## src/rtl/exception_pkg.sv

```systemverilog
`default_nettype none
// ============================================================================
// Module   : exception_pkg
// Brief    : Shared types for the commit-stage exception controller.
// Revision : 1.0 - initial release
// ============================================================================
package exception_pkg;

    typedef enum logic [4:0] {
        INT  = 5'h00,
        ADEL = 5'h04,
        ADES = 5'h05,
        SYS  = 5'h08,
        BP   = 5'h09,
        RI   = 5'h0a,
        CPU  = 5'h0b,
        OV   = 5'h0c
    } exc_code_t;

    typedef enum logic [1:0] {
        IDLE     = 2'd0,
        FLUSH    = 2'd1,
        REDIRECT = 2'd2
    } exc_state_t;

    typedef struct packed {
        logic        hit;
        logic        is_eret;
        exc_code_t   code;
        logic [31:0] epc;
        logic        bd;
        logic [31:0] bad_vaddr;
        logic        bad_vaddr_wen;
    } slot_result_t;

    // A faulting delay-slot instruction restarts at its branch.
    function automatic logic [31:0] restart_pc(input logic [31:0] pc, input logic in_delay_slot);
        return in_delay_slot ? (pc - 32'd4) : pc;
    endfunction

endpackage
`default_nettype wire

```

## src/rtl/exception_slot_decode.sv

```systemverilog
`default_nettype none
// ============================================================================
// Module   : exception_slot_decode
// Brief    : Combinational priority encoder for one commit slot.
// Revision : 1.0 - initial release
// ============================================================================
module exception_slot_decode
    import exception_pkg::*;
(
    input  logic         valid,
    input  logic         int_req,
    input  logic         iaddr_alignment_error,
    input  logic         daddr_alignment_error,
    input  logic         invalid_instruction,
    input  logic         priv_instruction,
    input  logic         syscall,
    input  logic         break_,
    input  logic         eret,
    input  logic         overflow,
    input  logic         mem_wen,
    input  logic         is_branch_slot,
    input  logic [31:0]  pc_address,
    input  logic [31:0]  mem_address,
    output slot_result_t result
);

    always_comb begin
        result     = '0;
        result.epc = restart_pc(pc_address, is_branch_slot);
        result.bd  = is_branch_slot;
        if (valid) begin
            result.hit = 1'b1;
            if (int_req) begin
                result.code = INT;
            end else if (iaddr_alignment_error) begin
                result.code          = ADEL;
                result.bad_vaddr     = pc_address;
                result.bad_vaddr_wen = 1'b1;
            end else if (syscall) begin
                result.code = SYS;
            end else if (break_) begin
                result.code = BP;
            end else if (invalid_instruction) begin
                result.code = RI;
            end else if (priv_instruction) begin
                result.code = CPU;
            end else if (overflow) begin
                result.code = OV;
            end else if (eret) begin
                result.is_eret = 1'b1;
            end else if (daddr_alignment_error) begin
                result.code          = mem_wen ? ADES : ADEL;
                result.bad_vaddr     = mem_address;
                result.bad_vaddr_wen = 1'b1;
            end else begin
                result.hit = 1'b0;
            end
        end
    end

endmodule
`default_nettype wire

```

## src/rtl/exception_unit.sv

```systemverilog
`default_nettype none
// ============================================================================
// Module   : exception_unit
// Brief    : Multi-slot exception/interrupt controller: arbitration, CP0
//            write-back, pipeline flush sequencing and fetch redirect.
//            Define EXC_INT_SYNC_EN to add a 2-flop interrupt synchroniser.
// Revision : 1.0 - initial release
// ============================================================================
module exception_unit
    import exception_pkg::*;
#(
    parameter int          ISSUE_WIDTH  = 2,
    parameter int          FLUSH_CYCLES = 2,
    parameter logic [31:0] EXC_VECTOR   = 32'hbfc00380
) (
    input  logic                        clk,
    input  logic                        rst,
    input  logic [ISSUE_WIDTH-1:0]      inst_valid,
    input  logic [ISSUE_WIDTH-1:0]      iaddr_alignment_error,
    input  logic [ISSUE_WIDTH-1:0]      daddr_alignment_error,
    input  logic [ISSUE_WIDTH-1:0]      invalid_instruction,
    input  logic [ISSUE_WIDTH-1:0]      priv_instruction,
    input  logic [ISSUE_WIDTH-1:0]      syscall,
    input  logic [ISSUE_WIDTH-1:0]      break_,
    input  logic [ISSUE_WIDTH-1:0]      eret,
    input  logic [ISSUE_WIDTH-1:0]      overflow,
    input  logic [ISSUE_WIDTH-1:0]      mem_wen,
    input  logic [ISSUE_WIDTH-1:0]      is_branch_slot,
    input  logic [ISSUE_WIDTH-1:0][31:0] pc_address,
    input  logic [ISSUE_WIDTH-1:0][31:0] mem_address,
    input  logic [31:0]                 epc_address,
    input  logic                        allow_interrupt,
    input  logic [7:0]                  interrupt_flag,
    input  logic                        is_inst,
    output logic                        exp_detect,
    output logic [ISSUE_WIDTH-1:0]      exp_kill_mask,
    output logic                        cp0_exp_en,
    output logic                        cp0_exl_clean,
    output logic                        cp0_exp_bad_vaddr_wen,
    output logic                        cp0_exp_bd,
    output logic [4:0]                  cp0_exp_code,
    output logic [31:0]                 cp0_exp_epc,
    output logic [31:0]                 cp0_exp_bad_vaddr,
    output logic                        redirect_valid,
    output logic [31:0]                 redirect_pc,
    input  logic                        redirect_ready,
    output logic                        busy
);

    localparam int                 c_CNT_W    = (FLUSH_CYCLES > 1) ? $clog2(FLUSH_CYCLES) : 1;
    localparam logic [c_CNT_W-1:0] c_CNT_LOAD = c_CNT_W'(FLUSH_CYCLES - 1);

    exc_state_t         r_state;
    exc_state_t         w_state_next;
    logic [c_CNT_W-1:0] r_cnt;
    logic [c_CNT_W-1:0] w_cnt_next;

    logic [7:0]             w_pending;
    logic                   w_int_req;
    slot_result_t           w_slot [ISSUE_WIDTH];
    slot_result_t           w_win;
    logic                   w_any_hit;
    logic [ISSUE_WIDTH-1:0] w_mask_raw;
    logic                   w_detect;

    logic        r_cp0_exp_en;
    logic        r_cp0_exl_clean;
    logic        r_cp0_bad_vaddr_wen;
    logic        r_cp0_bd;
    exc_code_t   r_cp0_code;
    logic [31:0] r_cp0_epc;
    logic [31:0] r_cp0_bad_vaddr;
    logic [31:0] r_redirect_pc;

`ifdef EXC_INT_SYNC_EN
    logic [7:0] r_int_sync1;
    logic [7:0] r_int_sync2;

    always_ff @(posedge clk or posedge rst) begin
        if (rst) begin
            r_int_sync1 <= '0;
            r_int_sync2 <= '0;
        end else begin
            r_int_sync1 <= interrupt_flag;
            r_int_sync2 <= r_int_sync1;
        end
    end

    assign w_pending = r_int_sync2;
`else
    assign w_pending = interrupt_flag;
`endif

    assign w_int_req = is_inst && allow_interrupt && (w_pending != 8'd0);

    // Interrupts are only taken on the oldest slot.
    generate
        for (genvar g = 0; g < ISSUE_WIDTH; g++) begin : g_slot
            exception_slot_decode u_decode (
                .valid                 (inst_valid[g]),
                .int_req               ((g == 0) ? w_int_req : 1'b0),
                .iaddr_alignment_error (iaddr_alignment_error[g]),
                .daddr_alignment_error (daddr_alignment_error[g]),
                .invalid_instruction   (invalid_instruction[g]),
                .priv_instruction      (priv_instruction[g]),
                .syscall               (syscall[g]),
                .break_                (break_[g]),
                .eret                  (eret[g]),
                .overflow              (overflow[g]),
                .mem_wen               (mem_wen[g]),
                .is_branch_slot        (is_branch_slot[g]),
                .pc_address            (pc_address[g]),
                .mem_address           (mem_address[g]),
                .result                (w_slot[g])
            );
        end
    endgenerate

    // Oldest hitting slot wins; the kill mask covers it and every younger slot.
    always_comb begin
        w_win      = '0;
        w_any_hit  = 1'b0;
        w_mask_raw = '0;
        for (int i = 0; i < ISSUE_WIDTH; i++) begin
            if (w_slot[i].hit && !w_any_hit) begin
                w_win     = w_slot[i];
                w_any_hit = 1'b1;
            end
            w_mask_raw[i] = w_any_hit;
        end
    end

    assign w_detect      = (r_state == IDLE) && w_any_hit;
    assign exp_detect    = w_detect;
    assign exp_kill_mask = w_detect ? w_mask_raw : '0;

    always_ff @(posedge clk or posedge rst) begin
        if (rst) begin
            r_cp0_exp_en        <= 1'b0;
            r_cp0_exl_clean     <= 1'b0;
            r_cp0_bad_vaddr_wen <= 1'b0;
            r_cp0_bd            <= 1'b0;
            r_cp0_code          <= INT;
            r_cp0_epc           <= '0;
            r_cp0_bad_vaddr     <= '0;
            r_redirect_pc       <= '0;
        end else begin
            r_cp0_exp_en        <= w_detect && !w_win.is_eret;
            r_cp0_exl_clean     <= w_detect && w_win.is_eret;
            r_cp0_bad_vaddr_wen <= w_detect && w_win.bad_vaddr_wen;
            r_cp0_bd            <= w_detect && w_win.bd;
            r_cp0_code          <= (w_detect && !w_win.is_eret) ? w_win.code : INT;
            r_cp0_epc           <= w_detect ? w_win.epc : '0;
            r_cp0_bad_vaddr     <= w_detect ? w_win.bad_vaddr : '0;
            if (w_detect) begin
                r_redirect_pc <= w_win.is_eret ? epc_address : EXC_VECTOR;
            end
        end
    end

    always_ff @(posedge clk or posedge rst) begin
        if (rst) begin
            r_state <= IDLE;
            r_cnt   <= '0;
        end else begin
            r_state <= w_state_next;
            r_cnt   <= w_cnt_next;
        end
    end

    always_comb begin
        w_state_next = r_state;
        w_cnt_next   = r_cnt;
        case (r_state)
            IDLE: begin
                if (w_detect) begin
                    w_state_next = FLUSH;
                    w_cnt_next   = c_CNT_LOAD;
                end
            end
            FLUSH: begin
                if (r_cnt == '0) begin
                    w_state_next = REDIRECT;
                end else begin
                    w_cnt_next = r_cnt - c_CNT_W'(1);
                end
            end
            REDIRECT: begin
                if (redirect_ready) begin
                    w_state_next = IDLE;
                end
            end
            default: begin
                w_state_next = IDLE;
                w_cnt_next   = '0;
            end
        endcase
    end

    assign cp0_exp_en            = r_cp0_exp_en;
    assign cp0_exl_clean         = r_cp0_exl_clean;
    assign cp0_exp_bad_vaddr_wen = r_cp0_bad_vaddr_wen;
    assign cp0_exp_bd            = r_cp0_bd;
    assign cp0_exp_code          = r_cp0_code;
    assign cp0_exp_epc           = r_cp0_epc;
    assign cp0_exp_bad_vaddr     = r_cp0_bad_vaddr;
    assign redirect_valid        = (r_state == REDIRECT);
    assign redirect_pc           = r_redirect_pc;
    assign busy                  = (r_state != IDLE);

endmodule
`default_nettype wire

```

## config.mk

```make
export PLATFORM = sky130hd
export DESIGN_NAME = exception_unit
export DESIGN_NICKNAME = d
export VERILOG_FILES = /design/src/rtl/exception_pkg.sv /design/src/rtl/exception_slot_decode.sv /design/src/rtl/exception_unit.sv
export SDC_FILE = /design/constraint.sdc
export NUM_CORES = 1
export LEC_CHECK = 0
export ABC_AREA = 1
export CAP_MARGIN = 20
export CORE_AREA = 2 2 131 133
export CTS_BUF_LIST = sky130_fd_sc_hd__clkbuf_8 sky130_fd_sc_hd__clkbuf_16
export DETAILED_ROUTE_END_ITERATION = 16
export DIE_AREA = 0 0 133 135
export GPL_TIMING_DRIVEN = 1
export PLACE_DENSITY_LB_ADDON = 0.12
export SLEW_MARGIN = 20
export SYNTH_ARGS = -nofsm -noshare
export SYNTH_HDL_FRONTEND = slang
export SYNTH_SLANG_ARGS = --single-unit
```

## constraint.sdc

```tcl
create_clock -name clk -period 3.4 [get_ports clk]
set_input_delay 0.34 -clock clk [delete_from_list [all_inputs] [get_ports clk]]
set_output_delay 0.34 -clock clk [all_outputs]
set_load 0.05 [all_outputs]
```

# Word-level counts from Yosys, hierarchy flattened

Index checks and enable logic that the tools add are counted.

Bits in registers: 108
RAM bits: 0
ROM bits: 0
Latch bits: 0
Memories kept: 0

Mux-type cells: 77
Div/mod/pow operators: 0
Bitwise gates (word level): 1
Equality and inequality tests: 5
Order comparisons: 0
Add/subtract/negate cells: 3
Reduce and logical (&&, ||, !) cells: 15
$mul: 0
Shift-type cells: 0

Operators by type and width:

| operator                | number |
|---|---|
| $mux W33                | 19 |
| $mux W32                | 5 |
| $mux W72                | 2 |
| $mux W5                 | 18 |
| $sub A32 B3 Y32 const B | 2 |
| $mux W2                 | 17 |
| $mux W7                 | 2 |
| $mux W1                 | 12 |
| $logic_and A1 B1 Y1     | 8 |
| $reduce_bool A8 Y1      | 1 |
| $pmux W2 S3             | 1 |
| $ne A2 B2 Y1 const B    | 2 |
| $pmux W1 S3             | 1 |
| $reduce_and A3 Y1       | 1 |
| $eq A2 B1 Y1 const B    | 1 |
| $eq A2 B2 Y1 const B    | 1 |
| $logic_not A1 Y1        | 2 |
| $logic_not A2 Y1        | 1 |
| $ne A2 B1 Y1 const B    | 1 |
| $reduce_and A2 Y1       | 1 |
| $reduce_bool A2 Y1      | 1 |
| $not A1 Y1              | 1 |
| $sub A1 B1 Y1 const B   | 1 |

# Logic depth before layout (Yosys ltp)

Word-level depth: 18
Gate-level depth with buffers: 14

# Hierarchy

A second synthesis with hierarchy kept.

Cells, all modules: 1194
Area total of the unflattened synthesis: 7568.5 um^2

Modules (own cells, without submodules):

| module                                     | seq. area each (um^2) | times used | area an instance (um^2) | cells an instance |
|---|---|---|---|---|
| exception_unit                             | 2702.6                | 1          | 4380.5                  | 510 |
| exception_slot_decode (g_slot[1].u_decode) | 0.0                   | 1          | 1596.5                  | 342 |
| exception_slot_decode (g_slot[0].u_decode) | 0.0                   | 1          | 1591.5                  | 342 |

# Worst setup path before layout

No wires, ideal clock.

Kind: in2out
From: in iaddr_alignment_error[0]
To: out exp_kill_mask[1]
Arrival time: 1.825 ns
Required time: 3.060 ns
Stages on the path: 8
Slack: 1.235 ns
Cells stage by stage: buf_2 -> inv_2 -> nand3_2 -> nor2_4 -> nand2_2 -> nand2_4 -> clkbuf_1 -> a21oi_1

Word-level cells in the longest chain between the ends: 9

Ends and longest elaborated chain:

| item                | RTL line                    | RTL |
|---|---|---|
| from (decl)         | exception_unit.sv:19        | `input logic [ISSUE_WIDTH-1:0] iaddr_alignment_error,` |
| $mux W2 *           | exception_slot_decode.sv:35 | `end else if (iaddr_alignment_error) begin` |
| $mux W2 *           | exception_slot_decode.sv:33 | `if (int_req) begin` |
| $mux W7 *           | exception_slot_decode.sv:31 | `if (valid) begin` |
| $mux W1 *           | exception_unit.sv:125       | `if (w_slot[i].hit && !w_any_hit) begin` |
| $logic_not A1 Y1    | exception_unit.sv:125       |  |
| $logic_and A1 B1 Y1 | exception_unit.sv:125       |  |
| $mux W1 *           | exception_unit.sv:125       |  |
| $logic_and A1 B1 Y1 | exception_unit.sv:133       | `assign w_detect = (r_state == IDLE) && w_any_hit;` |
| $mux W2 *           | exception_unit.sv:135       | `assign exp_kill_mask = w_detect ? w_mask_raw : '0;` |
| to (decl)           | exception_unit.sv:36        | `output logic [ISSUE_WIDTH-1:0] exp_kill_mask,` |

Every way passes the cells marked *; elsewhere a longest branch is shown, timed or not.

# Worst setup path after layout

From: in break_[0]
To: reg r_cp0_bad_vaddr[30] (netlist: cp0_exp_bad_vaddr[30])

Word-level cells in the longest chain between the ends: 11
Elaborated cells on any way between the ends: 18

Ends and longest elaborated chain:

| item                 | RTL line                    | RTL |
|---|---|---|
| from (decl)          | exception_unit.sv:24        | `input logic [ISSUE_WIDTH-1:0] break_,` |
| $mux W2              | exception_slot_decode.sv:41 | `end else if (break_) begin` |
| $mux W2              | exception_slot_decode.sv:39 | `end else if (syscall) begin` |
| $mux W2              | exception_slot_decode.sv:35 |  |
| $mux W2              | exception_slot_decode.sv:33 |  |
| $mux W7              | exception_slot_decode.sv:31 |  |
| $mux W1              | exception_unit.sv:125       |  |
| $logic_not A1 Y1     | exception_unit.sv:125       |  |
| $logic_and A1 B1 Y1  | exception_unit.sv:125       |  |
| $mux W1              | exception_unit.sv:125       |  |
| $logic_and A1 B1 Y1  | exception_unit.sv:133       |  |
| $mux W32 *           | exception_unit.sv:154       | `r_cp0_bad_vaddr <= w_detect ? w_win.bad_vaddr : '0;` |
| to (signal assigned) | exception_unit.sv:154       |  |
| to (decl)            | exception_unit.sv:72        | `logic [31:0] r_cp0_bad_vaddr;` |

Marks and branches as above.
A chain may end at the register's enable or synchronous reset.

==> impl_metrics.tcl <==
set metrics [dict create \
    status "completed" \
    synthCells 1102 \
    diodes 0 \
    gp_congestion 0.952 \
    drive_gt1_share_pct 5.64 \
    cts_tree "built" \
    cts_resized 0 \
    num_rows 47 \
    synth_edf_count 0 \
    min_period_ns 2.72 \
    port_buffers 303 \
    pin_count 305 \
    slowest_delay_ns 0.69 \
    power.density_mw_per_mm2 501 \
    synth_seq_area_share_pct 37.4 \
    synth_flop_cell "dfrtp_1" \
    cts_buffers 9 \
    synth_area_mm2 0.00716 \
    nNetsFinal 1575 \
    synth_warnings 0 \
    synth_top_area_share_pct 37.4 \
    cp_num_buf_inv 1 \
    core_area_mm2 0.0164 \
    rsz0062_at_grt "false" \
    syn_avg_cell_area_um2 6.50 \
    clock-root-buffer "clkbuf_16" \
    endpoint_kind "flip-flop" \
    finalPower_uw 5340 \
    vias 8188 \
    crit_arrival_ns 2.98 \
    finalHoldViolations 0 \
    crit_chain "clkdlybuf4s50_1, nor2_2, nand3_2, nor2_4, nand2_2, nand2_4, nand2_4, nand2_2, nand3_2, nor2_1" \
    pre_cts_ws_ns 0.269 \
    die_area_mm2 0.0180 \
    drv_slew 0 \
    die_h_um 135 \
    cts_max_level 3 \
    whs_ns 0.447 \
    timing.slew.headroom_pct 40.3 \
    vdd.ir_drop.worst_uv 409 \
    max_freq_mhz 367 \
    critPathTopFamily "simple AND/OR/NAND/NOR gates" \
    drt-total-wl_um 27000 \
    syn_nets 1299 \
    grt_overflow 0 \
    drt_iter0_drc 661 \
    grt_pass1_vias 7637 \
    fin_ws_ns 0.679 \
    antenna_left 0 \
    post-route-period-util_pct 80.0 \
    syn2layout_area_growth_pct 48.6 \
    dp_hpwl_um 20600 \
    yosysTopAreaCell "dfrtp_1" \
    finalSetupTns_ns 0 \
    path_clk_slew_ns 0.08 \
    drc 0 \
    worstSetupPathType "in -> reg" \
    die_w_um 133 \
    antenna_found_initial 0 \
    synth.most_common_cell "nand2_1" \
    cts_setup_buffers 0 \
    grt_pass1_wl_um 41500 \
    hold_buffers 0 \
    skew_ns 0.00646 \
    leakagePower_uw 0.00497 \
    crit_path_top_delay_cell "nand3_2" \
    clk_latency_ns 0.36 \
    via_per_inst 5.11 \
    yosys.cell_types.count 36 \
    first_pass_iters 7 \
    setup_violations 0 \
    tightest_slew_ns 0.895 \
    critPathRequiredTime_ns 3.66 \
    wl_per_cell_um 16.8 \
    grt_usage_pct 29.9 \
    hold_path_class "in -> async" \
    clkSinkCount 107 \
    synth-seq-cells 107 \
    start_kind "input port" \
    cap_violations 0 \
    start_util_pct 43.7 \
    grt_max_degree 108 \
    synth_area_leaders "dfrtp_1 (37%), nand2_1 (17%), nand3_1 (8.4%), nor2_1 (7.5%), o21ai_0 (7.3%)" \
    async_flop_share_pct 100 \
    crit_fanout 30 \
    cts_max_path_buffers 2 \
    synthTopCellsByCount "nand2_1 (333), nor2_1 (144), nand3_1 (120), inv_1 (112), dfrtp_1 (107)" \
]
-- metrics by stage --
step	instance area [um2]	instances	utilization (%)
2_1_floorplan	7160	1102	-
3_3_place_gp	10300	1587	63.0
3_5_place_dp	10300	1587	63.0
4_1_cts	10600	1603	64.9
5_1_grt	10600	1603	64.9
6_report	10600	1603	64.9
-- per-layer routing --
layer / GRT usage (%) / routed length (um)
met1: 38.6 / 11100
met2: 51.0 / 13000
met3: 5.48 / 2140
met4: 9.50 / 654
met5: 0 / 0
-- area by class of cell --
| cell class | count | area (um2) |
|---|---|---|
| multi-input combinational | 829 | 3770 |
| tap | 220 | 275 |
| fill | 1541 | 5760 |
| sequential | 107 | 2680 |
| inverter | 115 | 434 |
| clock buffer | 9 | 225 |
| clock inverter | 7 | 80.1 |
| timing repair buffer | 316 | 3190 |
-- where the power goes --
part           switching [uW]  total, uW  internal [uW]
Sequential               97.2       1610           1510
Clock                     566       1090            526
Combinational            1750       2640            887
-- kinds of logic (layout without fill, tap and decap cells) --
group	Yosys count	after routing	synth area share [%]
flops	107	107	37.4
xor+xnor	15	15	1.83
other cells	1	1	0.0523
buf+inv	166	447	10.0
fa+ha+maj	2	2	0.349
compound gates	146	146	10.7
simple gates	665	665	39.7
-- flip-flops by register name, indices dropped and copies added, names as in the netlist --
register / flops
cp0_exp_en: 1
r_cnt: 1
cp0_exl_clean: 1
cp0_exp_bad_vaddr: 32
redirect_pc: 32
cp0_exp_bad_vaddr_wen: 1
cp0_exp_code: 4
cp0_exp_bd: 1
cp0_exp_epc: 32
r_state: 2
-- placed cells by master (no fill, tap or decap), types with 5 or more instances in the layout --
master / instances
dfrtp_1: 107
o21ai_0: 105
nand4_1: 11
nor2_2: 27
nor3_1: 12
buf_4: 11
nand2_1: 333
xor2_1: 14
a21oi_1: 27
buf_12: 5
nor2_1: 144
clkdlybuf4s50_1: 300
o21ai_1: 6
clkbuf_16: 9
nand3_1: 120
inv_1: 111
-- worst min-delay path, delay by kind of cell --
kind | cells | cell delay, ns
buffers and inverters | 3 | 0.92
-- path summary, 6_finish.rpt --
path / startpoint / endpoint / slack [ns] / cells after the start
setup / recovery: break_[0] / cp0_exp_bad_vaddr[30] / 0.68 / 10
hold / removal: rst / cp0_exp_bad_vaddr[2] / 0.45 / 3
setup reg to reg: r_state[0] / cp0_exp_bad_vaddr[30] / 1.34 / 5
hold reg to reg: redirect_pc[29] / redirect_pc[29] / 0.48 / 2
max in group asynchronous: rst / cp0_exp_bad_vaddr[30] / 2.45 / 3
min in group clk: redirect_pc[29] / redirect_pc[29] / 0.48 / 2
(Power assumes the default switching activity.)
